### src/rtl/pc_sequencer_if.sv
// ============================================================================
//  Module   : pc_sequencer_if
//  Purpose  : Bundles the fetch-stage signals shared by the PC sequencer, the
//             instruction memory, the decode/execute redirect sources and the
//             IF/ID pipeline register.
//  Modports : master - the PC sequencer (drives requests and fetch results)
//             slave  - the surrounding pipeline / memory side
//  Signals  : stall, imem_req/imem_addr/imem_ready, redirect_pc_plus4,
//             branch_valid/branch_taken/branch_imm, jump_valid/jump_index,
//             fetch_valid/fetch_pc/fetch_pc_plus4, squash
//  Revision : 1.0 - initial release
// ============================================================================
`default_nettype none

interface pc_sequencer_if;
    logic        stall;
    logic        imem_req;
    logic [31:0] imem_addr;
    logic        imem_ready;
    logic [31:0] redirect_pc_plus4;
    logic        branch_valid;
    logic        branch_taken;
    logic [31:0] branch_imm;
    logic        jump_valid;
    logic [25:0] jump_index;
    logic        fetch_valid;
    logic [31:0] fetch_pc;
    logic [31:0] fetch_pc_plus4;
    logic        squash;

    modport master (
        input  stall, imem_ready, redirect_pc_plus4, branch_valid, branch_taken,
               branch_imm, jump_valid, jump_index,
        output imem_req, imem_addr, fetch_valid, fetch_pc, fetch_pc_plus4, squash
    );

    modport slave (
        output stall, imem_ready, redirect_pc_plus4, branch_valid, branch_taken,
               branch_imm, jump_valid, jump_index,
        input  imem_req, imem_addr, fetch_valid, fetch_pc, fetch_pc_plus4, squash
    );
endinterface

`default_nettype wire

### src/rtl/pc_sequencer.sv
// ============================================================================
//  Module   : pc_sequencer
//  Purpose  : Fetch-stage controller. Owns the program counter, issues
//             instruction-memory requests over a req/ready handshake, applies
//             taken-branch and jump redirects, honours decode stalls and
//             squashes any fetch that a redirect overtakes.
//  Ports    : clk   - rising-edge clock
//             reset - asynchronous active-high reset
//             bus   - pc_sequencer_if.master (memory, redirect, IF/ID signals)
//  Params   : RESET_PC - PC loaded on reset (low two bits forced to 0)
//  Revision : 1.0 - initial release
// ============================================================================
`default_nettype none

module pc_sequencer #(
    parameter logic [31:0] RESET_PC = 32'h0040_0000
) (
    input  wire logic        clk,
    input  wire logic        reset,
    pc_sequencer_if.master   bus
);

    localparam logic [31:0] c_reset_pc = {RESET_PC[31:2], 2'b00};

    localparam logic [0:0] S_IDLE = 1'b0;
    localparam logic [0:0] S_REQ  = 1'b1;

    logic [0:0]  r_state;
    logic [31:0] r_pc;
    logic        r_pend_valid;
    logic [31:0] r_pend_target;
    logic        r_fetch_valid;
    logic [31:0] r_fetch_pc;
    logic [31:0] r_fetch_pc_plus4;
    logic        r_squash;

    logic [31:0] w_branch_target;
    logic [31:0] w_jump_target;
    logic [31:0] w_target;
    logic        w_redirect;

    // Word-aligned base plus the word offset; bits beyond 32 simply wrap.
    assign w_branch_target = {bus.redirect_pc_plus4[31:2], 2'b00}
                           + {bus.branch_imm[29:0], 2'b00};
    assign w_jump_target   = {bus.redirect_pc_plus4[31:28], bus.jump_index, 2'b00};
    // A jump outranks a branch resolved in the same cycle.
    assign w_target        = bus.jump_valid ? w_jump_target : w_branch_target;
    assign w_redirect      = bus.jump_valid | (bus.branch_valid & bus.branch_taken);

    // Bits that do not contribute to any target.
    logic w_unused_bits;
    assign w_unused_bits = ^{bus.redirect_pc_plus4[1:0], bus.branch_imm[31:30]};

    always_ff @(posedge clk or posedge reset) begin
        if (reset) begin
            r_state          <= S_IDLE;
            r_pc             <= c_reset_pc;
            r_pend_valid     <= 1'b0;
            r_pend_target    <= 32'h0;
            r_fetch_valid    <= 1'b0;
            r_fetch_pc       <= 32'h0;
            r_fetch_pc_plus4 <= 32'h0;
            r_squash         <= 1'b0;
        end else begin
            r_fetch_valid <= 1'b0;
            r_squash      <= 1'b0;
            case (r_state)
                S_IDLE: begin
                    if (w_redirect) begin
                        r_pc     <= w_target;
                        r_squash <= 1'b1;
                    end
                    if (!bus.stall) begin
                        r_state <= S_REQ;
                    end
                end
                S_REQ: begin
                    if (!bus.imem_ready) begin
                        // Request must stay stable; remember the newest redirect.
                        if (w_redirect) begin
                            r_pend_target <= w_target;
                            r_pend_valid  <= 1'b1;
                        end
                    end else begin
                        if (w_redirect || r_pend_valid) begin
                            // Accepted fetch is on the wrong path: drop it.
                            r_pc     <= w_redirect ? w_target : r_pend_target;
                            r_squash <= 1'b1;
                        end else begin
                            r_fetch_valid    <= 1'b1;
                            r_fetch_pc       <= r_pc;
                            r_fetch_pc_plus4 <= r_pc + 32'd4;
                            r_pc             <= r_pc + 32'd4;
                        end
                        r_pend_valid <= 1'b0;
                        r_state      <= bus.stall ? S_IDLE : S_REQ;
                    end
                end
                default: r_state <= S_IDLE;
            endcase
        end
    end

    // Driven straight from the state register so reset drops the request at once.
    assign bus.imem_req       = (r_state == S_REQ);
    assign bus.imem_addr      = r_pc;
    assign bus.fetch_valid    = r_fetch_valid;
    assign bus.fetch_pc       = r_fetch_pc;
    assign bus.fetch_pc_plus4 = r_fetch_pc_plus4;
    assign bus.squash         = r_squash;

endmodule

`default_nettype wire

### src/flat_wrapper.sv
// flat-port wrapper written by rule: the top's interface ports become plain ports
module pc_sequencer_flat 
#(
    parameter logic [31:0] RESET_PC = 32'h0040_0000
)
  (clk, reset, bus_stall, bus_imem_ready, bus_redirect_pc_plus4, bus_branch_valid, bus_branch_taken, bus_branch_imm, bus_jump_valid, bus_jump_index, bus_imem_req, bus_imem_addr, bus_fetch_valid, bus_fetch_pc, bus_fetch_pc_plus4, bus_squash);
  pc_sequencer_if bus_i ();
  input  wire logic clk;
  input  wire logic reset;
  input wire logic [$bits(bus_i.stall)-1:0] bus_stall;
  input wire logic [$bits(bus_i.imem_ready)-1:0] bus_imem_ready;
  input wire logic [$bits(bus_i.redirect_pc_plus4)-1:0] bus_redirect_pc_plus4;
  input wire logic [$bits(bus_i.branch_valid)-1:0] bus_branch_valid;
  input wire logic [$bits(bus_i.branch_taken)-1:0] bus_branch_taken;
  input wire logic [$bits(bus_i.branch_imm)-1:0] bus_branch_imm;
  input wire logic [$bits(bus_i.jump_valid)-1:0] bus_jump_valid;
  input wire logic [$bits(bus_i.jump_index)-1:0] bus_jump_index;
  output wire logic [$bits(bus_i.imem_req)-1:0] bus_imem_req;
  output wire logic [$bits(bus_i.imem_addr)-1:0] bus_imem_addr;
  output wire logic [$bits(bus_i.fetch_valid)-1:0] bus_fetch_valid;
  output wire logic [$bits(bus_i.fetch_pc)-1:0] bus_fetch_pc;
  output wire logic [$bits(bus_i.fetch_pc_plus4)-1:0] bus_fetch_pc_plus4;
  output wire logic [$bits(bus_i.squash)-1:0] bus_squash;
  assign bus_i.stall = bus_stall;
  assign bus_i.imem_ready = bus_imem_ready;
  assign bus_i.redirect_pc_plus4 = bus_redirect_pc_plus4;
  assign bus_i.branch_valid = bus_branch_valid;
  assign bus_i.branch_taken = bus_branch_taken;
  assign bus_i.branch_imm = bus_branch_imm;
  assign bus_i.jump_valid = bus_jump_valid;
  assign bus_i.jump_index = bus_jump_index;
  assign bus_imem_req = bus_i.imem_req;
  assign bus_imem_addr = bus_i.imem_addr;
  assign bus_fetch_valid = bus_i.fetch_valid;
  assign bus_fetch_pc = bus_i.fetch_pc;
  assign bus_fetch_pc_plus4 = bus_i.fetch_pc_plus4;
  assign bus_squash = bus_i.squash;
  pc_sequencer #(.RESET_PC(RESET_PC)) u_core (.clk(clk), .reset(reset), .bus(bus_i));
endmodule
### config.mk
export PLATFORM = sky130hd
export DESIGN_NAME = pc_sequencer_flat
export DESIGN_NICKNAME = d
export VERILOG_FILES = /design/src/rtl/pc_sequencer_if.sv /design/src/rtl/pc_sequencer.sv /design/src/flat_wrapper.sv
export SDC_FILE = /design/constraint.sdc
export NUM_CORES = 1
export LEC_CHECK = 0
export BUFFER_PORTS_ARGS = -buffer_cell sky130_fd_sc_hd__buf_2
export CAP_MARGIN = 15
export CORE_MARGIN = 2
export CORE_UTILIZATION = 50
export DETAILED_ROUTE_END_ITERATION = 6
export GPL_TIMING_DRIVEN = 0
export HOLD_SLACK_MARGIN = 0.05
export PLACE_DENSITY = 0.75
export SYNTH_ARGS = -nofsm -noshare
export SYNTH_HDL_FRONTEND = slang
export SYNTH_SLANG_ARGS = --single-unit
### constraint.sdc
create_clock -name clk -period 5.1 [get_ports clk]
set_input_delay 0.51 -clock clk [delete_from_list [all_inputs] [get_ports clk]]
set_output_delay 0.51 -clock clk [all_outputs]
set_load 0.1 [all_outputs]
==> metrics.md <==
| Metric | Value |
|---|---|
| Status | `complete, no violations` |
| Yosys top cell area share | `40.10%` |
| RSZ-0062 raised after global routing | `no` |
| FMAX | `around 340 MHz` |
| Setup tns final | `0 ns` |
| Diodes inserted | `0` |
| Worst Path Max Fanout | `5` |
| Number of antenna violations at the first check in global routing | `1` |
| Pre-antenna DRT Iters | `6` |
| DPL Wire Length | `18.95 mm` |
| Row cnt | `46` |
| Final period util | `58.27%` |
| Psw | `2.794 mW` |
| CP arrival | `3.28 ns` |
| Fin nets | `1308` |
| Cell area after synthesis | `8050 sq um` |
| Syn Inst Count | `972` |
| Count of cell types in the netlist | `70` |
| Clock-pin slew on the worst setup and hold paths | `0.06 ns` |
| Sequential share of power | `between 20% and 30%` |
| Root buffer cell | `clkbuf_16` |
| Slew Viols, Final | `0` |
| CP endpoint kind | `flip-flop` |
| Clk pwr share | `between 20% and 30%` |
| Worst vdd ir | `0.0003617 V` |
| Static leakage | `4.832 nW` |
| # port buffers | `188` |
| Cts hold-fix bufs | `0` |
| # H-tree levels | `4` |
| Pwr Density | `542.9 nW/um^2` |
| Core footprint | `~16000 sq um` |
| Cts repair resizes | `0` |
| Int Pwr | `2.597 mW` |
| Register bit total from synthesis | `130` |
| Vias | `8125` |
| TritonCTS Sinks | `130` |
| Total Die Area | `17130 sq um` |
| Switching share of power | `51.83%` |
| Sequential share of the synthesized area | `40.43%` |
| Final ANT Viol Nets | `0` |
| CTS tree | `built` |
| Gr usage total | `29.59%` |
| Async SR Flop Fraction | `100.0%` |
| Vias in the first global route | `7318` |
| Most frequent cells after synthesis | `232 x nand2_1, 129 x dfrtp_1, 83 x o21ai_0` |
| Post-synth top area cell | `dfrtp_1` |
| # Max-Cap Violations | `0` |
| Count of final hold-check violations | `0` |
| Initial core utilization | `between 50% and 60%` |
| Worst slew pin tran | `approximately 0.93 ns` |
| Fillers | `about 1400` |
| Share of post-route cells with drive strength above 1 | `20.96%` |
| First-pass GRT wire length | `39.28 mm` |
| Clock skew | `0.008795 ns` |
| DR vias/cell | `5.767` |
| GP Congestion | `0.9356` |
| Min cycle time layout | `roughly 3.0 ns` |
| HP Class | `in -> async` |
| Die Ht | `130.9 um` |
| Largest net degree at the start of global routing | `100` |
| CP required | `5.40 ns` |
| Crit path kind | `in -> reg` |
| Net Count, Synth | `1100` |
| Post-Place Cell Area | `about 9300 sq um` |
| Clock buffer depth | `2` |
| Final setup viols | `0` |
| Combinational Power Share | `47.9%` |
| WL/cell | `approximately 18 um` |
| Syn avg cell area | `about 8.3 sq um` |
| CTS buffer count | `17` |
| Ys flop type | `dfrtp_1` |
| Final wirelength | `between 20 and 30 mm` |
| CP Launch Type | `input port` |
| Worst skew pair latency | `about 0.42 ns` |
| Syn-to-layout area delta | `23.36%` |
| DR iter-0 viols | `840` |
| Design area | `9931 sq um` |
| Total setup buffers inserted after CTS | `0` |
| Number of flops mapped to enable cells by yosys | `0` |
| YS warnings | `0` |
| Num ports | `196` |
| DRC | `0` |
| Most common cell in the netlist | `nand2_1` |
| Top cells by area, synth | `dfrtp_1 40%, nand2_1 11%, o21ai_0 5.2%` |
| Congestion Overflow GR | `0` |
| Slew HR | `37.94%` |
| Die width | `between 100 and 150 um` |
routing by layer:
| layer | track usage (%) | vias to the layer above | routed length (um) |
|---|---|---|---|
| met5 | 0 | - | 11 |
| met4 | 9.950 | 2 | 641 |
| met3 | 5.945 | 48 | 2358 |
| met2 | 45.40 | 422 | 11180 |
| met1 | 42.14 | 3802 | 10910 |
| li1 | - | 3851 | - |
worst paths after layout:
check                      depth (start not counted)                           startpoint  slack (ns)                                   end
hold reg to reg                                    2  u_core.bus.fetch_pc[10]$_DFFE_PP0P_        0.47   u_core.bus.fetch_pc[10]$_DFFE_PP0P_
max in group asynchronous                          3                                reset        4.25  u_core.bus.imem_addr[17]$_DFFE_PP0P_
min in group clk                                   2                            bus_stall        0.23         u_core.bus.imem_req$_DFF_PP0_
hold / removal                                     2                                reset        0.06   u_core.bus.fetch_pc[28]$_DFFE_PP0P_
setup reg to reg                                   9  u_core.bus.imem_addr[5]$_DFFE_PP0P_        2.33  u_core.bus.imem_addr[31]$_DFFE_PP0P_
setup / recovery                                  12                    bus_branch_imm[0]        2.13  u_core.bus.imem_addr[28]$_DFFE_PP0P_
state kept, by name, summed over array words and instances (netlist names):
name	count
u_core.bus.fetch_pc_plus4	32
u_core.bus.imem_req	1
u_core.bus.fetch_pc	30
u_core.bus.fetch_valid	1
u_core.bus.imem_addr	32
u_core.r_pend_valid	1
u_core.bus.squash	1
u_core.r_pend_target	32
kinds of logic after synthesis:
group | synth area share (%)
AO/OA/AOI/OAI | 21.95
XOR/XNOR | 5.984
adder cells (fa/ha/maj) | 4.911
buffers and inverters | 3.885
flip-flops | 40.43
multiplexers | 1.399
AND/OR/NAND/NOR | 21.45
worst max-delay path, cell delays in order:
cell	delay, ns
buf_2	0.10
ha_1	0.24
fa_1	0.44
a211oi_2	0.28
o21a_2	0.21
o31ai_4	0.11
a31oi_2	0.24
nand4b_1	0.22
nor2_1	0.07
or3_4	0.35
xor2_1	0.16
a221o_1	0.32
power groups by stage:
| stage | registers [mW] | logic (mW) | clock network (mW) |
|---|---|---|---|
| finish | 1.50 | 2.58 | 1.31 |
| global route | 1.53 | 2.72 | 1.36 |
| CTS | 1.49 | 2.58 | 1.31 |
| detailed placement | 1.51 | 2.57 | 0 |
| global placement | 1.50 | 2.54 | 0 |
| floorplan | 2.95 | 0.620 | 0 |
placed cells by master, fill, tap and decap left out, types with 9 or more instances in the layout:
cell type | Yosys | layout
nand2_1 | 232 | 232
buf_2 | 4 | 192
dfrtp_1 | 129 | 129
o21ai_0 | 83 | 83
nor2_1 | 66 | 66
a21oi_1 | 52 | 52
clkbuf_1 | 51 | 51
ha_1 | 30 | 30
nand3_1 | 29 | 29
xor2_1 | 29 | 29
xnor2_1 | 26 | 26
clkbuf_16 | 0 | 17
o21ai_1 | 16 | 16
inv_1 | 16 | 15
nand4_1 | 14 | 14
a21o_1 | 14 | 14
and3_1 | 12 | 12
nor3_1 | 11 | 11
a221o_1 | 11 | 11
o21a_1 | 10 | 10
mux2i_1 | 9 | 9
a222oi_1 | 9 | 9
stage by stage:
| step | hold slack, ns | std cells | worst slack, ns | power (mW) | util [%] |
|---|---|---|---|---|---|
| after detailed placement | 0.4582 | 1377 | 1.708 | 4.075 | 58.72 |
| after floorplan | 0.4391 | 972 | 1.122 | 3.568 | - |
| final | 0.06149 | 1409 | 2.128 | 5.391 | 62.74 |
| after global placement | 0.4531 | 1376 | -0.4052 | 4.043 | 58.51 |
| after global routing | 0.08855 | 1409 | 2.005 | 5.605 | 62.74 |
| after CTS | 0.07519 | 1409 | 2.140 | 5.377 | 62.74 |
area by class of cell:
| cell class | instances | area, sq um | share of cell area, % |
|---|---|---|---|
| well taps | 216 | 270.3 | 2.721 |
| clock buffers | 19 | 452.9 | 4.561 |
| inverters | 18 | 72.57 | 0.7308 |
| clock inverters | 13 | 183.9 | 1.852 |
| flip-flops and latches | 130 | 3254 | 32.77 |
| plain buffers | 61 | 245.2 | 2.469 |
| multi-input cells | 763 | 4483 | 45.14 |
| repair buffers | 189 | 968.4 | 9.752 |
(Power assumes the default switching activity.)
